==> src/rtl/wb_stage_pkg.sv <==
// Shared pipeline definitions for the write-back stage: widths, the
// write-back state enum and the MEM/WB pipeline register layout.
package wb_stage_pkg;

   localparam int DATA_W     = 32;
   localparam int REG_ADDR_W = 5;

   // Write-back control state: RUN captures from MEM, HALTED waits for resume.
   typedef enum logic {
      RUN    = 1'b0,
      HALTED = 1'b1
   } wb_state_t;

   // MEM/WB pipeline register contents.
   typedef struct packed {
      logic [DATA_W-1:0]     read_data;
      logic [DATA_W-1:0]     alu_result;
      logic [REG_ADDR_W-1:0] rd;
      logic                  mem_to_reg;
      logic                  reg_write;
      logic                  valid;
      logic                  halt;
   } mem_wb_t;

   // A real, non-HALT instruction: the ones that retire.
   function automatic logic wb_is_retiring(input mem_wb_t e);
      return e.valid & ~e.halt;
   endfunction

   // A retiring instruction that targets a register other than $zero.
   function automatic logic wb_is_writing(input mem_wb_t e);
      return wb_is_retiring(e) & e.reg_write & (e.rd != '0);
   endfunction

   // Write-back value select: load data or ALU result.
   function automatic logic [DATA_W-1:0] wb_select(input mem_wb_t e);
      return e.mem_to_reg ? e.read_data : e.alu_result;
   endfunction

endpackage

==> src/rtl/wb_stage_if.sv <==
// Bus between the MEM stage / debug unit and the write-back stage.
// master = MEM stage + debug unit side, slave = wb_stage.
interface wb_stage_if #(
   parameter int CNT_W = 32
);
   import wb_stage_pkg::*;

   // MEM stage outputs
   logic [DATA_W-1:0]     i_m_wb_read_data;
   logic [DATA_W-1:0]     i_m_wb_alu_result;
   logic [REG_ADDR_W-1:0] i_m_wb_rd;
   logic                  i_m_wb_mem_to_reg;
   logic                  i_m_wb_reg_write;
   logic                  i_m_valid;
   logic                  i_m_halt;

   // Debug unit controls
   logic                  i_du_enable;
   logic                  i_du_resume;
   logic                  i_du_cnt_clear;

   // Register-file write port, forwarding and debug status
   logic [DATA_W-1:0]     o_wb_write_data;
   logic [REG_ADDR_W-1:0] o_wb_rd;
   logic                  o_wb_reg_write;
   logic                  o_wb_halted;
   logic [CNT_W-1:0]      o_wb_retired_count;

   modport master (
      output i_m_wb_read_data, i_m_wb_alu_result, i_m_wb_rd,
             i_m_wb_mem_to_reg, i_m_wb_reg_write, i_m_valid, i_m_halt,
             i_du_enable, i_du_resume, i_du_cnt_clear,
      input  o_wb_write_data, o_wb_rd, o_wb_reg_write, o_wb_halted,
             o_wb_retired_count
   );

   modport slave (
      input  i_m_wb_read_data, i_m_wb_alu_result, i_m_wb_rd,
             i_m_wb_mem_to_reg, i_m_wb_reg_write, i_m_valid, i_m_halt,
             i_du_enable, i_du_resume, i_du_cnt_clear,
      output o_wb_write_data, o_wb_rd, o_wb_reg_write, o_wb_halted,
             o_wb_retired_count
   );

endinterface

==> src/rtl/wb_retire_counter.sv <==
// Saturating retired-instruction counter with synchronous clear.
// Clear wins over increment; the count sticks at all-ones.
module wb_retire_counter #(
   parameter int CNT_W = 32
) (
   input  logic             i_clk,
   input  logic             i_reset,
   input  logic             i_clear,
   input  logic             i_inc,
   output logic [CNT_W-1:0] o_count
);

   logic [CNT_W-1:0] count_q;
   logic [CNT_W-1:0] count_d;

   // Next count: clear first, otherwise increment unless already saturated.
   always_comb begin
      count_d = count_q;
      if (i_clear) begin
         count_d = '0;
      end else if (i_inc && (count_q != '1)) begin
         count_d = count_q + {{(CNT_W-1){1'b0}}, 1'b1};
      end
   end

   // Count register.
   always_ff @(posedge i_clk or posedge i_reset) begin
      if (i_reset) begin
         count_q <= '0;
      end else begin
         count_q <= count_d;
      end
   end

   assign o_count = count_q;

endmodule

==> src/rtl/wb_stage.sv <==
// Write-back stage: MEM/WB pipeline register, write-back mux, register-file
// write enable, RUN/HALTED debug state machine and retired counter.
// Optional feature: define WB_RETIRE_CNT_EN to build the retired counter;
// without it o_wb_retired_count reads 0 and i_du_cnt_clear is ignored.
module wb_stage
   import wb_stage_pkg::*;
#(
   parameter int CNT_W = 32
) (
   input  logic      i_clk,
   input  logic      i_reset,
   wb_stage_if.slave bus
);

   wb_state_t  state_q;
   wb_state_t  state_d;
   mem_wb_t    entry_q;
   mem_wb_t    entry_d;
   mem_wb_t    entry_in;
   logic       fresh_q;
   logic       fresh_d;
   logic       cap;
   logic       retire;
   logic [CNT_W-1:0] retired_count;

   // Pack the MEM outputs into the pipeline register layout.
   always_comb begin
      entry_in            = '0;
      entry_in.read_data  = bus.i_m_wb_read_data;
      entry_in.alu_result = bus.i_m_wb_alu_result;
      entry_in.rd         = bus.i_m_wb_rd;
      entry_in.mem_to_reg = bus.i_m_wb_mem_to_reg;
      entry_in.reg_write  = bus.i_m_wb_reg_write;
      entry_in.valid      = bus.i_m_valid;
      entry_in.halt       = bus.i_m_halt;
   end

   // The stage only advances while running and the debug unit allows it.
   assign cap = bus.i_du_enable & (state_q == RUN);

   // Pipeline register next state: load on capture, otherwise hold. The
   // fresh flag marks the single cycle in which an entry may act.
   always_comb begin
      entry_d = entry_q;
      fresh_d = 1'b0;
      if (cap) begin
         entry_d = entry_in;
         fresh_d = 1'b1;
      end
   end

   // Halt FSM next state: a fresh HALT entry stops the stage, resume restarts
   // it. The transition looks only at fresh, not at the current enable.
   always_comb begin
      state_d = state_q;
      unique case (state_q)
         RUN: begin
            if (fresh_q && entry_q.valid && entry_q.halt) begin
               state_d = HALTED;
            end
         end
         HALTED: begin
            if (bus.i_du_resume) begin
               state_d = RUN;
            end
         end
         default: state_d = RUN;
      endcase
   end

   // Halt FSM state register.
   always_ff @(posedge i_clk or posedge i_reset) begin
      if (i_reset) begin
         state_q <= RUN;
      end else begin
         state_q <= state_d;
      end
   end

   // MEM/WB pipeline register and its fresh flag.
   always_ff @(posedge i_clk or posedge i_reset) begin
      if (i_reset) begin
         entry_q <= '0;
         fresh_q <= 1'b0;
      end else begin
         entry_q <= entry_d;
         fresh_q <= fresh_d;
      end
   end

   // A held entry was already written and counted in its fresh cycle.
   assign retire = fresh_q & wb_is_retiring(entry_q);

   assign bus.o_wb_write_data = wb_select(entry_q);
   assign bus.o_wb_rd         = entry_q.rd;
   assign bus.o_wb_reg_write  = fresh_q & wb_is_writing(entry_q);
   assign bus.o_wb_halted     = (state_q == HALTED);

`ifdef WB_RETIRE_CNT_EN
   wb_retire_counter #(
      .CNT_W (CNT_W)
   ) u_retire_counter (
      .i_clk   (i_clk),
      .i_reset (i_reset),
      .i_clear (bus.i_du_cnt_clear),
      .i_inc   (retire),
      .o_count (retired_count)
   );
`else
   logic unused_cnt_inputs;
   assign unused_cnt_inputs = bus.i_du_cnt_clear ^ retire;
   assign retired_count     = '0;
`endif

   assign bus.o_wb_retired_count = retired_count;

endmodule
==> src/flat_wrapper.sv <==
// flat-port wrapper written by rule: the top's interface ports become plain ports
module wb_stage_flat import wb_stage_pkg::*;
#(
   parameter int CNT_W = 32
)
  (i_clk, i_reset, bus_i_m_wb_read_data, bus_i_m_wb_alu_result, bus_i_m_wb_rd, bus_i_m_wb_mem_to_reg, bus_i_m_wb_reg_write, bus_i_m_valid, bus_i_m_halt, bus_i_du_enable, bus_i_du_resume, bus_i_du_cnt_clear, bus_o_wb_write_data, bus_o_wb_rd, bus_o_wb_reg_write, bus_o_wb_halted, bus_o_wb_retired_count);
  wb_stage_if #(.CNT_W(CNT_W)) bus_i ();
  input  logic i_clk;
  input  logic i_reset;
  input wire logic [$bits(bus_i.i_m_wb_read_data)-1:0] bus_i_m_wb_read_data;
  input wire logic [$bits(bus_i.i_m_wb_alu_result)-1:0] bus_i_m_wb_alu_result;
  input wire logic [$bits(bus_i.i_m_wb_rd)-1:0] bus_i_m_wb_rd;
  input wire logic [$bits(bus_i.i_m_wb_mem_to_reg)-1:0] bus_i_m_wb_mem_to_reg;
  input wire logic [$bits(bus_i.i_m_wb_reg_write)-1:0] bus_i_m_wb_reg_write;
  input wire logic [$bits(bus_i.i_m_valid)-1:0] bus_i_m_valid;
  input wire logic [$bits(bus_i.i_m_halt)-1:0] bus_i_m_halt;
  input wire logic [$bits(bus_i.i_du_enable)-1:0] bus_i_du_enable;
  input wire logic [$bits(bus_i.i_du_resume)-1:0] bus_i_du_resume;
  input wire logic [$bits(bus_i.i_du_cnt_clear)-1:0] bus_i_du_cnt_clear;
  output wire logic [$bits(bus_i.o_wb_write_data)-1:0] bus_o_wb_write_data;
  output wire logic [$bits(bus_i.o_wb_rd)-1:0] bus_o_wb_rd;
  output wire logic [$bits(bus_i.o_wb_reg_write)-1:0] bus_o_wb_reg_write;
  output wire logic [$bits(bus_i.o_wb_halted)-1:0] bus_o_wb_halted;
  output wire logic [$bits(bus_i.o_wb_retired_count)-1:0] bus_o_wb_retired_count;
  assign bus_i.i_m_wb_read_data = bus_i_m_wb_read_data;
  assign bus_i.i_m_wb_alu_result = bus_i_m_wb_alu_result;
  assign bus_i.i_m_wb_rd = bus_i_m_wb_rd;
  assign bus_i.i_m_wb_mem_to_reg = bus_i_m_wb_mem_to_reg;
  assign bus_i.i_m_wb_reg_write = bus_i_m_wb_reg_write;
  assign bus_i.i_m_valid = bus_i_m_valid;
  assign bus_i.i_m_halt = bus_i_m_halt;
  assign bus_i.i_du_enable = bus_i_du_enable;
  assign bus_i.i_du_resume = bus_i_du_resume;
  assign bus_i.i_du_cnt_clear = bus_i_du_cnt_clear;
  assign bus_o_wb_write_data = bus_i.o_wb_write_data;
  assign bus_o_wb_rd = bus_i.o_wb_rd;
  assign bus_o_wb_reg_write = bus_i.o_wb_reg_write;
  assign bus_o_wb_halted = bus_i.o_wb_halted;
  assign bus_o_wb_retired_count = bus_i.o_wb_retired_count;
  wb_stage #(.CNT_W(CNT_W)) u_core (.i_clk(i_clk), .i_reset(i_reset), .bus(bus_i));
endmodule
==> config.mk <==
export PLATFORM = sky130hd
export DESIGN_NAME = wb_stage_flat
export DESIGN_NICKNAME = d
export VERILOG_FILES = /design/src/rtl/wb_stage_pkg.sv /design/src/rtl/wb_stage_if.sv /design/src/rtl/wb_retire_counter.sv /design/src/rtl/wb_stage.sv /design/src/flat_wrapper.sv
export SDC_FILE = /design/constraint.sdc
export NUM_CORES = 1
export LEC_CHECK = 0
export ABC_AREA = 1
export BUFFER_PORTS_ARGS = -buffer_cell sky130_fd_sc_hd__buf_2
export CORE_MARGIN = 2
export CORE_UTILIZATION = 30
export CTS_BUF_LIST = sky130_fd_sc_hd__clkbuf_2
export CTS_CLUSTER_SIZE = 40
export DETAILED_ROUTE_END_ITERATION = 12
export SLEW_MARGIN = 40
export SYNTH_ARGS = -nofsm -noshare
export SYNTH_HDL_FRONTEND = slang
export SYNTH_SLANG_ARGS = --single-unit
==> constraint.sdc <==
create_clock -name i_clk -period 2.65 [get_ports i_clk]
set_clock_uncertainty 0.15 [all_clocks]
set_input_delay 0.265 -clock i_clk [delete_from_list [all_inputs] [get_ports i_clk]]
set_output_delay 0.265 -clock i_clk [all_outputs]
set_load 0.02 [all_outputs]
Yosys cells after proc, flatten, opt, wreduce, memory -nomap -nowiden:

Index checks and enable logic that the tools add are counted.

* bits in registers: 75
* input port bits: 78

* muxes and demuxes: 5
* bitwise logic cells: 7
* reduce and logical (&&, ||, !) cells: 3

Operators with widths (count)
* $mux W32: 1
* $and A1 B1 Y1: 5
* $reduce_bool A5 Y1: 1
* $mux W1: 3
* $logic_and A1 B1 Y1: 2
* $not A1 Y1: 2
* $pmux W1 S2: 1

Depth between registers and ports, before layout:

Gate-level depths: netlist (run 1).

* depth after elaboration: 5
* depth in mapped cells: 7
* mapped depth without buffers: 5

Least setup slack after synthesis (run 1):

OpenSTA, ideal clock, no wires.

* path type: register to output
* from: register u_core.entry_q[3] (netlist name)
* to: output port bus_o_wb_write_data[22]
* arrival: 1.156 ns
* required time: 2.235 ns
* path slack: 1.079 ns
* stages on the path, launching flop included: 4
* path buffers: 2
* cells stage by stage: dfrtp_1 > buf_2 > buf_2 > o21ai_0

* word-level cells in the longest chain between the ends: 1

RTL lines
* from (decl): line wb_stage.sv:17 `mem_wb_t entry_q;`
* from (signal assigned): line wb_stage.sv:86 `entry_q <= entry_d;`
* $mux W32: line wb_stage_pkg.sv:37 `return e.mem_to_reg ? e.read_data : e.alu_result;`
* to (decl): line flat_wrapper.sv:20 `output wire logic [$bits(bus_i.o_wb_write_data)-1:0] bus_o_wb_write_data;`

No other way between the ends.

Final worst setup path (run 1):

* from: register u_core.entry_q[3] (netlist name)
* to: output port bus_o_wb_write_data[30]

Same word-level chain as after synthesis.

==> results of run 1 <==
worst paths after layout:
check	slack (ns)	depth (start not counted)	to	from
max	0.34	4	bus_o_wb_write_data[30]	u_core.entry_q[3]$_DFFE_PP0P_
min	0.14	3	u_core.fresh_q$_DFF_PP0_	bus_i_du_enable
max reg2reg	1.06	4	u_core.entry_q[28]$_DFFE_PP0P_	u_core.bus.o_wb_halted$_DFF_PP0_
min reg2reg	0.36	2	u_core.entry_q[41]$_DFFE_PP0P_	u_core.entry_q[41]$_DFFE_PP0P_
min in group asynchronous	0.17	3	u_core.entry_q[10]$_DFFE_PP0P_	i_reset
max in group asynchronous	1.54	4	u_core.entry_q[0]$_DFFE_PP0P_	i_reset
worst max-delay path, delay by kind of cell (launching register included):
family          cells  cell delay, ns
compound gates      1            0.09
buf+inv             2            0.54
flops               1            0.70
simple gates        1            0.08
sequential cells by signal (all words and copies together) (netlist names):
name,count
u_core.bus.o_wb_rd,5
u_core.bus.o_wb_halted,1
u_core.fresh_q,1
u_core.entry_q,68
what timing repair did:
item	4_1_cts	5_1_grt
setup buffers	0	0
hold endpoints to repair	108	0
hold buffers	75	0
setup endpoints to repair	0	9
resized for setup	0	1
through the flow:
| stage | cell area, µm² | worst slack (ns) | power, mW |
|---|---|---|---|
| floorplan | 3622 | 0.3250 | 2.102 |
| global placement | 4001 | 0.7231 | 2.311 |
| detailed placement | 4004 | 0.7243 | 2.326 |
| CTS | 4871 | 0.1138 | 3.066 |
| global route | 4873 | 0.1371 | 3.243 |
| finish | 4873 | 0.3355 | 3.011 |
kinds of logic after synthesis:
| logic type | count (synthesis) | synth area share, % |
|---|---|---|
| AOI/OAI and AO/OA | 67 | 9.565 |
| and+or+nand+nor | 192 | 20.88 |
| other | 1 | 0.1070 |
| buffers and inverters | 97 | 15.92 |
| DFF | 75 | 53.53 |
power by group through the flow:
stage / combinational (mW) / clock [mW] / sequential (mW)
CTS: 0.943 / 0.674 / 1.45
global placement: 0.845 / 0 / 1.47
finish: 0.934 / 0.629 / 1.45
detailed placement: 0.855 / 0 / 1.47
global route: 1.06 / 0.711 / 1.48
floorplan: 0.678 / 0 / 1.42
placed cells by master (no fill, tap or decap):
master / count
buf_4: 2
nand3_1: 1
bufinv_16: 1
conb_1: 32
inv_1: 35
buf_2: 115
dlygate4sd3_1: 75
dfrtp_4: 1
nand2_1: 186
nor2_1: 3
nand2_4: 1
inv_6: 1
buf_12: 1
nand4_1: 1
clkinv_4: 3
clkinv_2: 3
clkbuf_2: 10
dfrtp_1: 74
o21ai_0: 67
inv_2: 1
layer usage:
metal,vias up,global-route usage [%]
met5,-,0
met4,0,4.878
met3,15,3.402
met2,107,24.46
met1,1459,16.63
li1,1595,-
layout make-up:
class | instances | area [µm²]
clock inverter | 6 | 66.31
fill | 1167 | 6545
sequential | 75 | 1881
multi-input combinational | 291 | 1187
tap | 143 | 178.9
inverter | 38 | 148.9
clock buffer | 10 | 50.05
timing repair buffer | 193 | 1361
==> impl_metrics.ini, run 1 <==
[die]
ios = 149
die_x_um = 112.1
coreArea_um2 = 11420
rows = 39
initial_core_util_pct = 30.70
die_area_um2 = 12570
dieHeight_um = 112.1

[sta]
rsz0062_at_grt = false
worst_slew_pin_slew_ns = 0.6899
finalHoldViolations = 0
slew_headroom_pct = 54.01
setup_viol = 0
maxSlewViolCount = 0
final.setup.tns_ns = 0
fin_crit_ns = 2.314
fin_crit_sh_pct = 87.34
fmax_ghz = 0.4321
hold_slack_ns = 0.1402

[layout]
fin_cells = 756
final_nets = 686
utilization_pct = 42.68
antenna_cells = 0
drive_gt1_share_pct = 22.68
syn_to_final_growth_pct = 39.01

[setup_path]
crit_type = reg2out
cp_max_fo = 38
startpoint_type = flip-flop
worstPathArrival_ns = 1.90
slowest_stage = dfrtp_4
critPathCaptureType = primary output
worstPathCellList = buf_4 > nand2_1 > o21ai_0 > buf_2
max_stage_delay_ns = 0.70
worstPathRequired_ns = 2.24

[yosys]
synthTopCellsByArea = dfrtp_1 54%, nand2_1 20%, o21ai_0 9.6%
syn_area_per_cell_um2 = 8.115
yosysMostFrequentCell = nand2_1
yosysTopAreaCell = dfrtp_1
synth_seq_cells = 75
synth_edf_count = 0
synth-async-reset-ratio_pct = 100.0
ys.flop_type = dfrtp_1
syn_area_um2 = 3506
yosys_warnings = 0
syn_inst = 432
ys_types = 16
synth_common_cells = 186 x nand2_1, 75 x dfrtp_1, 67 x o21ai_0, 38 x buf_4, 36 x inv_1
yosysTopAreaCellShare_pct = 53.53
ys_seq_area_share_pct = 53.53

[routing]
drcViolationCount = 0
postRouteWirelength_um = 8245
vias = 3176
top_layer = met4
drt_iter0_markers = 93
wl_met1_um = 3600
wl_met3_um = 437
met2WireLength_um = 4050
avgViaCountPerCell = 4.201
antenna_left = 0
wl_per_cell_um = 10.91
drtPass1Iterations = 4

[clocking]
cts.sinks = 75
numCtsBuffers = 9
clock_latency_ns = 0.48
cts.clk_slew.worst_paths_ns = 0.19
cts_tree = done
htreeDepth = 3
cts_root_buf = clkbuf_2
cts_buffer_depth = 2

[global_routing]
grt_max_degree = 109
grt-ovfl-total = 0
grt_util_all_layers_pct = 13.91
grt_pass1_wl_um = 14260
antenna_found_initial = 0
first_global_vias = 3207

[power]
pwr-share-comb_pct = 31.0
pwr-share-clk_pct = 20.9
powerDensity_nw_per_um2 = 617.9
switchingPower_mw = 1.107
p_seq_share_pct = 48.1
p_leak_nw = 2.628
swShare_pct = 36.75
ir_drop_uv = 311.4
internal_power_mw = 1.905

[place]
port_buffers = 115
placedCellCount = 665
gp_congestion = 0.7662
dp.final_hpwl_um = 5055

[job]
max_cap_viol_count = 0

[hold_path]
hold_class = in2reg

[status]
outcome = complete, no violations
No activity file was read; power rests on OpenSTA's default activity.
==> run 2: changes to the inputs <==
--- a/config.mk
+++ b/config.mk
@@ -8,10 +8,13 @@
 export ABC_AREA = 1
 export BUFFER_PORTS_ARGS = -buffer_cell sky130_fd_sc_hd__buf_2
 export CORE_MARGIN = 2
-export CORE_UTILIZATION = 30
+export CORE_UTILIZATION = 45
 export CTS_BUF_LIST = sky130_fd_sc_hd__clkbuf_2
 export CTS_CLUSTER_SIZE = 40
 export DETAILED_ROUTE_END_ITERATION = 12
+export PLACE_DENSITY = 0.76
+export RECOVER_POWER = 50
+export SKIP_LAST_GASP = 1
 export SLEW_MARGIN = 40
 export SYNTH_ARGS = -nofsm -noshare
 export SYNTH_HDL_FRONTEND = slang
==> run 2 against run 1 <==
Net effect:
- the run now ends with max-capacitance violations, max-slew violations left
- first-iteration DRC count up 48%
- worst hold slack better by 0.046 ns
- clock power decreased by 3%
- critical path type unchanged
- largest cell class unchanged
==> impl_metrics.ini, run 2 (synthesized netlist as in run 1, its figures left out) <==
[global_routing]
antenna_found_initial = 0
grt-ovfl-total = 0
grt_pass1_wl_um = 14280
grt_max_degree = 61
grt_util_all_layers_pct = 21.15
first_global_vias = 3201

[setup_path]
slowest_stage = dfrtp_2
crit_type = reg2out
startpoint_type = flip-flop
critPathCaptureType = primary output
critical_path_buf_inv_count = 2
worstPathRequired_ns = 2.24
r2r_cells = 5
worstPathArrival_ns = 1.79
crit_cells = 3
cp_top_family = flip-flops
cp_max_fo = 49
rr_endpoint = u_core.entry_q[50]$_DFFE_PP0P_
reg2reg_from = u_core.bus.o_wb_halted$_DFF_PP0_
max_stage_delay_ns = 0.56
r2r_setup_slack_ns = 0.91
worstPathCellList = buf_12 > o21ai_0 > buf_2

[routing]
drt_iter0_markers = 138
wl_per_cell_um = 11.79
postRouteWirelength_um = 8443
drtPass1Iterations = 5
antenna_left = 0
drcViolationCount = 0
vias = 3207
avgViaCountPerCell = 4.479

[sta]
maxSlewViolCount = 37
worst_slew_pin_slew_ns = 1.633
fin_crit_ns = 2.207
rsz0062_at_grt = false
setup_viol = 0
fmax_ghz = 0.4531
slew_headroom_pct = -9.460
setup_slack_ns = 0.4431
hold_slack_ns = 0.1859
finalHoldViolations = 0
final.setup.tns_ns = 0
fin_crit_sh_pct = 83.28

[power]
ir_drop_uv = 338.9
p_leak_nw = 2.627
powerDensity_nw_per_um2 = 623.5
finalPower_mw = 3.015

[clocking]
clock_latency_ns = 0.47
cts.clk_slew.worst_paths_ns = 0.22
cts_tree = done
post_cts.repair.setup_buffers = 0
cts.sinks = 75
numCtsBuffers = 9
cts_buffer_depth = 2
htreeDepth = 3
cts_root_buf = clkbuf_2

[layout]
final_nets = 687
drive_gt1_share_pct = 22.15
fin_cells = 716
fin_area_um2 = 4836
largest_register_ffs = 68
multi_input_area_um2 = 1180
regArea_um2 = 1878
layout_common_cells = 187 x nand2_1, 115 x buf_2, 75 x dlygate4sd3_1
utilization_pct = 63.24
top_register = u_core.entry_q
syn_to_final_growth_pct = 37.94
final_common_cell = nand2_1
fillers = 647
antenna_cells = 0

[die]
ios = 149
coreArea_um2 = 7647
rows = 32
initial_core_util_pct = 45.84
die_area_um2 = 8513
dieHeight_um = 92.27
die_x_um = 92.27

[place]
dp.final_hpwl_um = 4753
placedCellCount = 625
gp_congestion = 0.7940
port_buffers = 115
pre_cts_slack_ns = 1.079
placed_area_um2 = 3981

[hold_path]
hold_class = in2reg
holdPathEnd = u_core.entry_q[54]$_DFFE_PP0P_
worstHoldStart = bus_i_du_enable
min_path_cells = 5

[status]
outcome = finished, violations left
violations = max-capacitance violations, max-slew violations

[job]
max_cap_viol_count = 1
==> run 2: changes by cell type in the layout (fill, tap and decap cells not counted) <==
cell / previous run / this run
inv_1: 35 / 36
dfrtp_4: 1 / 0
dfrtp_2: 0 / 1
buf_12: 1 / 3
clkinv_4: 3 / 1
nand2_1: 186 / 187
clkinvlp_4: 0 / 1
nand2_4: 1 / 0
buf_4: 2 / 0
inv_2: 1 / 0
clkinv_2: 3 / 1
inv_4: 0 / 1
clkinvlp_2: 0 / 1
clkinv_1: 0 / 2
==> run 2: what timing repair did <==
action                    CTS  global route
gates resized for setup     0             0
hold buffers               75             0
hold endpoints to repair  110             0
==> run 2: power breakdown <==
| group | total [mW] | internal, mW | switching, mW |
|---|---|---|---|
| Clock | 0.613 | 0.215 | 0.398 |
| Sequential | 1.43 | 1.34 | 0.0961 |
| Combinational | 0.969 | 0.354 | 0.615 |
==> run 2: how the worst max path moves through the flow <==
stage,startpoint,slack [ns],end
global placement,u_core.bus.o_wb_halted$_DFF_PP0_,1.0,u_core.entry_q[35]$_DFFE_PP0P_
detailed placement,u_core.entry_q[3]$_DFFE_PP0P_,1.08,bus_o_wb_write_data[11]
CTS,u_core.entry_q[3]$_DFFE_PP0P_,0.49,bus_o_wb_write_data[11]
finish,u_core.entry_q[3]$_DFFE_PP0P_,0.44,bus_o_wb_write_data[11]
floorplan,i_reset,0.33,u_core.bus.o_wb_halted$_DFF_PP0_
global route,u_core.entry_q[3]$_DFFE_PP0P_,0.31,bus_o_wb_write_data[11]
==> run 2: cell type report <==
type                            instances  area share, %
Inverter                               38          3.027
Multi-Input combinational cell        291          24.40
Clock inverter                          7          1.397
Clock buffer                            9         0.9314
Sequential cell                        75          38.84
Tap cell                              102          2.639
Timing Repair Buffer                  194          28.77
==> run 2: per-layer routing <==
layer	up-vias	routed length [µm]	track usage [%]	part of all wire [%]
met5	-	0	0	0
met4	0	102	8.209	1.2
met3	10	446	3.862	5.3
met2	110	4353	37.75	52
met1	1479	3540	25.28	42
li1	1608	-	-	-
==> run 2: worst min-delay path: stages <==
cell and delay [ns]:
buf_2 0.10, nand2_1 0.12, inv_4 0.17, nand2_1 0.10, nand2_1 0.04
==> run 3: changes to the inputs <==
==> constraint.sdc (replaced) <==
create_clock -name i_clk -period 2.1 [get_ports i_clk]
set_clock_uncertainty 0.15 [all_clocks]
set_input_delay 0.21 -clock i_clk [delete_from_list [all_inputs] [get_ports i_clk]]
set_output_delay 0.21 -clock i_clk [all_outputs]
set_load 0.02 [all_outputs]
==> run 3 against run 2 <==
Net effect:
- the run now ends clean
- setup slack got worse by 0.28 ns
- sequential power rose by 26%
- final cell count rose by 0.42%
- power rose by 25%
- design area rose by 0.16%
- non-clock buffer count rose by 3
- wire length rose by 3.8%
- via count rose by 1.1%
- largest power group unchanged
- highest routed layer unchanged
==> impl_metrics.ini, run 3 (synthesized netlist as in run 1, its figures left out) <==
[layout]
final_nets = 690
multi_input_area_um2 = 1187
fin_cells = 719
syn_to_final_growth_pct = 38.15
regArea_um2 = 1878
top_register = u_core.entry_q
largest_register_ffs = 68
antenna_cells = 0
layout_common_cells = 186 x nand2_1, 114 x buf_2, 76 x dlygate4sd3_1
final_common_cell = nand2_1
fillers = 637
drive_gt1_share_pct = 22.20

[place]
gp_congestion = 0.7808
dp.final_hpwl_um = 4852
port_buffers = 115
placedCellCount = 627

[sta]
rsz0062_at_grt = false
maxSlewViolCount = 0
hold_slack_ns = 0.2888
fmax_ghz = 0.5166
worst_slew_pin_slew_ns = 0.9406
setup_viol = 0
finalHoldViolations = 0
fin_crit_sh_pct = 92.18
slew_headroom_pct = 37.29
final.setup.tns_ns = 0
fin_crit_ns = 1.936

[clocking]
cts_buffer_depth = 2
htreeDepth = 3
cts_tree = done
clock_latency_ns = 0.46
cts_root_buf = clkbuf_2
numCtsBuffers = 9
cts.sinks = 75
cts_resized = 0
cts.clk_slew.worst_paths_ns = 0.20

[hold_path]
holdPathEnd = u_core.bus.o_wb_rd[0]$_DFFE_PP0P_
worstHoldStart = bus_i_m_wb_rd[0]
hold_class = in2reg
min_path_cells = 4

[routing]
drcViolationCount = 0
avgViaCountPerCell = 4.510
drt_iter0_markers = 147
antenna_left = 0
postRouteWirelength_um = 8763
drtPass1Iterations = 4
vias = 3243
wl_per_cell_um = 12.19

[setup_path]
r2r_setup_slack_ns = 0.26
r2r_cells = 6
worstPathArrival_ns = 1.58
cp_max_fo = 65
rr_endpoint = u_core.entry_q[32]$_DFFE_PP0P_
critPathCaptureType = primary output
startpoint_type = flip-flop
cp_top_family = flip-flops
worstPathRequired_ns = 1.74
slowest_stage = dfrtp_2
crit_type = reg2out
critical_path_buf_inv_count = 2
max_stage_delay_ns = 0.45
reg2reg_from = u_core.bus.o_wb_halted$_DFF_PP0_
worstPathCellList = buf_12 > o21ai_0 > buf_2

[global_routing]
antenna_found_initial = 0
grt_util_all_layers_pct = 21.47
grt_pass1_wl_um = 14450
first_global_vias = 3269
grt-ovfl-total = 0
grt_max_degree = 66

[die]
initial_core_util_pct = 45.84
ios = 149
rows = 32
coreArea_um2 = 7647
die_area_um2 = 8513
dieHeight_um = 92.27
die_x_um = 92.27

[job]
max_cap_viol_count = 0

[status]
outcome = complete, no violations

[power]
p_leak_nw = 2.632
powerDensity_nw_per_um2 = 780.0
ir_drop_uv = 407.7
finalPower_mw = 3.778
[run 3: cell count changes in the layout (fill, tap and decap cells not counted), sizes merged]
cell         previous run  this run
clkbuf                 10        12
clkinv                  4         5
dlygate4sd3            75        76
inv                    38        37
[run 3: worst reg2reg max path: stages, from the launching register on]
cell and delay [ns]:
dfrtp_1 0.41, inv_1 0.12, nand2_4 0.06, inv_2 0.49, buf_4 0.36, nand2_1 0.08, o21ai_0 0.09
[run 3: per-stage QoR]
stage                     util, %  setup WS [ns]  cell area (µm²)
after CTS                   63.45         0.1245             4852
after floorplan                 -         0.5843             3626
final                       63.33         0.1642             4843
after global routing        63.33        0.08130             4843
after global placement      52.14         0.5843             3988
after detailed placement    52.14         0.5392             3988
[run 3: power breakdown]
part           leakage, nW  total [mW]  switching (mW)  internal, mW
logic                 1.65        1.25           0.798         0.450
clock network       0.0642       0.732           0.472         0.259
registers            0.916        1.80           0.111          1.69
total                 2.63        3.78            1.38          2.40
[run 3: metal layers]
metal / vias up / wire [µm] / track usage [%]
met2: 123 / 4593 / 38.91
met3: 17 / 500 / 3.451
met5: - / 0 / 0
met1: 1494 / 3515 / 25.55
li1: 1609 / - / -
met4: 0 / 154 / 8.085
[run 3: what timing repair did]
item / in CTS / in global routing
hold buffers: 76 / 0
setup buffers: 0 / 0
hold endpoints to repair: 150 / 0
[run 3: how the worst max path moves through the flow]
stage                                startpoint                              to  slack (ns)  cells after the start
6_report          u_core.entry_q[3]$_DFFE_PP0P_          bus_o_wb_write_data[9]        0.16                      3
5_1_grt           u_core.entry_q[3]$_DFFE_PP0P_         bus_o_wb_write_data[31]        0.08                      3
4_1_cts           u_core.entry_q[3]$_DFFE_PP0P_          bus_o_wb_write_data[9]        0.12                      3
3_5_place_dp   u_core.bus.o_wb_halted$_DFF_PP0_  u_core.entry_q[32]$_DFFE_PP0P_        0.54                      6
3_3_place_gp   u_core.bus.o_wb_halted$_DFF_PP0_  u_core.entry_q[33]$_DFFE_PP0P_        0.58                      5
2_1_floorplan     u_core.entry_q[3]$_DFFE_PP0P_         bus_o_wb_write_data[22]        0.58                      3
[run 3: cell type report]
class / instances / share of cell area [%]
Sequential cell: 75 / 38.78
Timing Repair Buffer: 197 / 28.91
Multi-Input combinational cell: 291 / 24.52
Inverter: 38 / 3.022
Tap cell: 102 / 2.635
Clock inverter: 7 / 1.214
Clock buffer: 9 / 0.9300
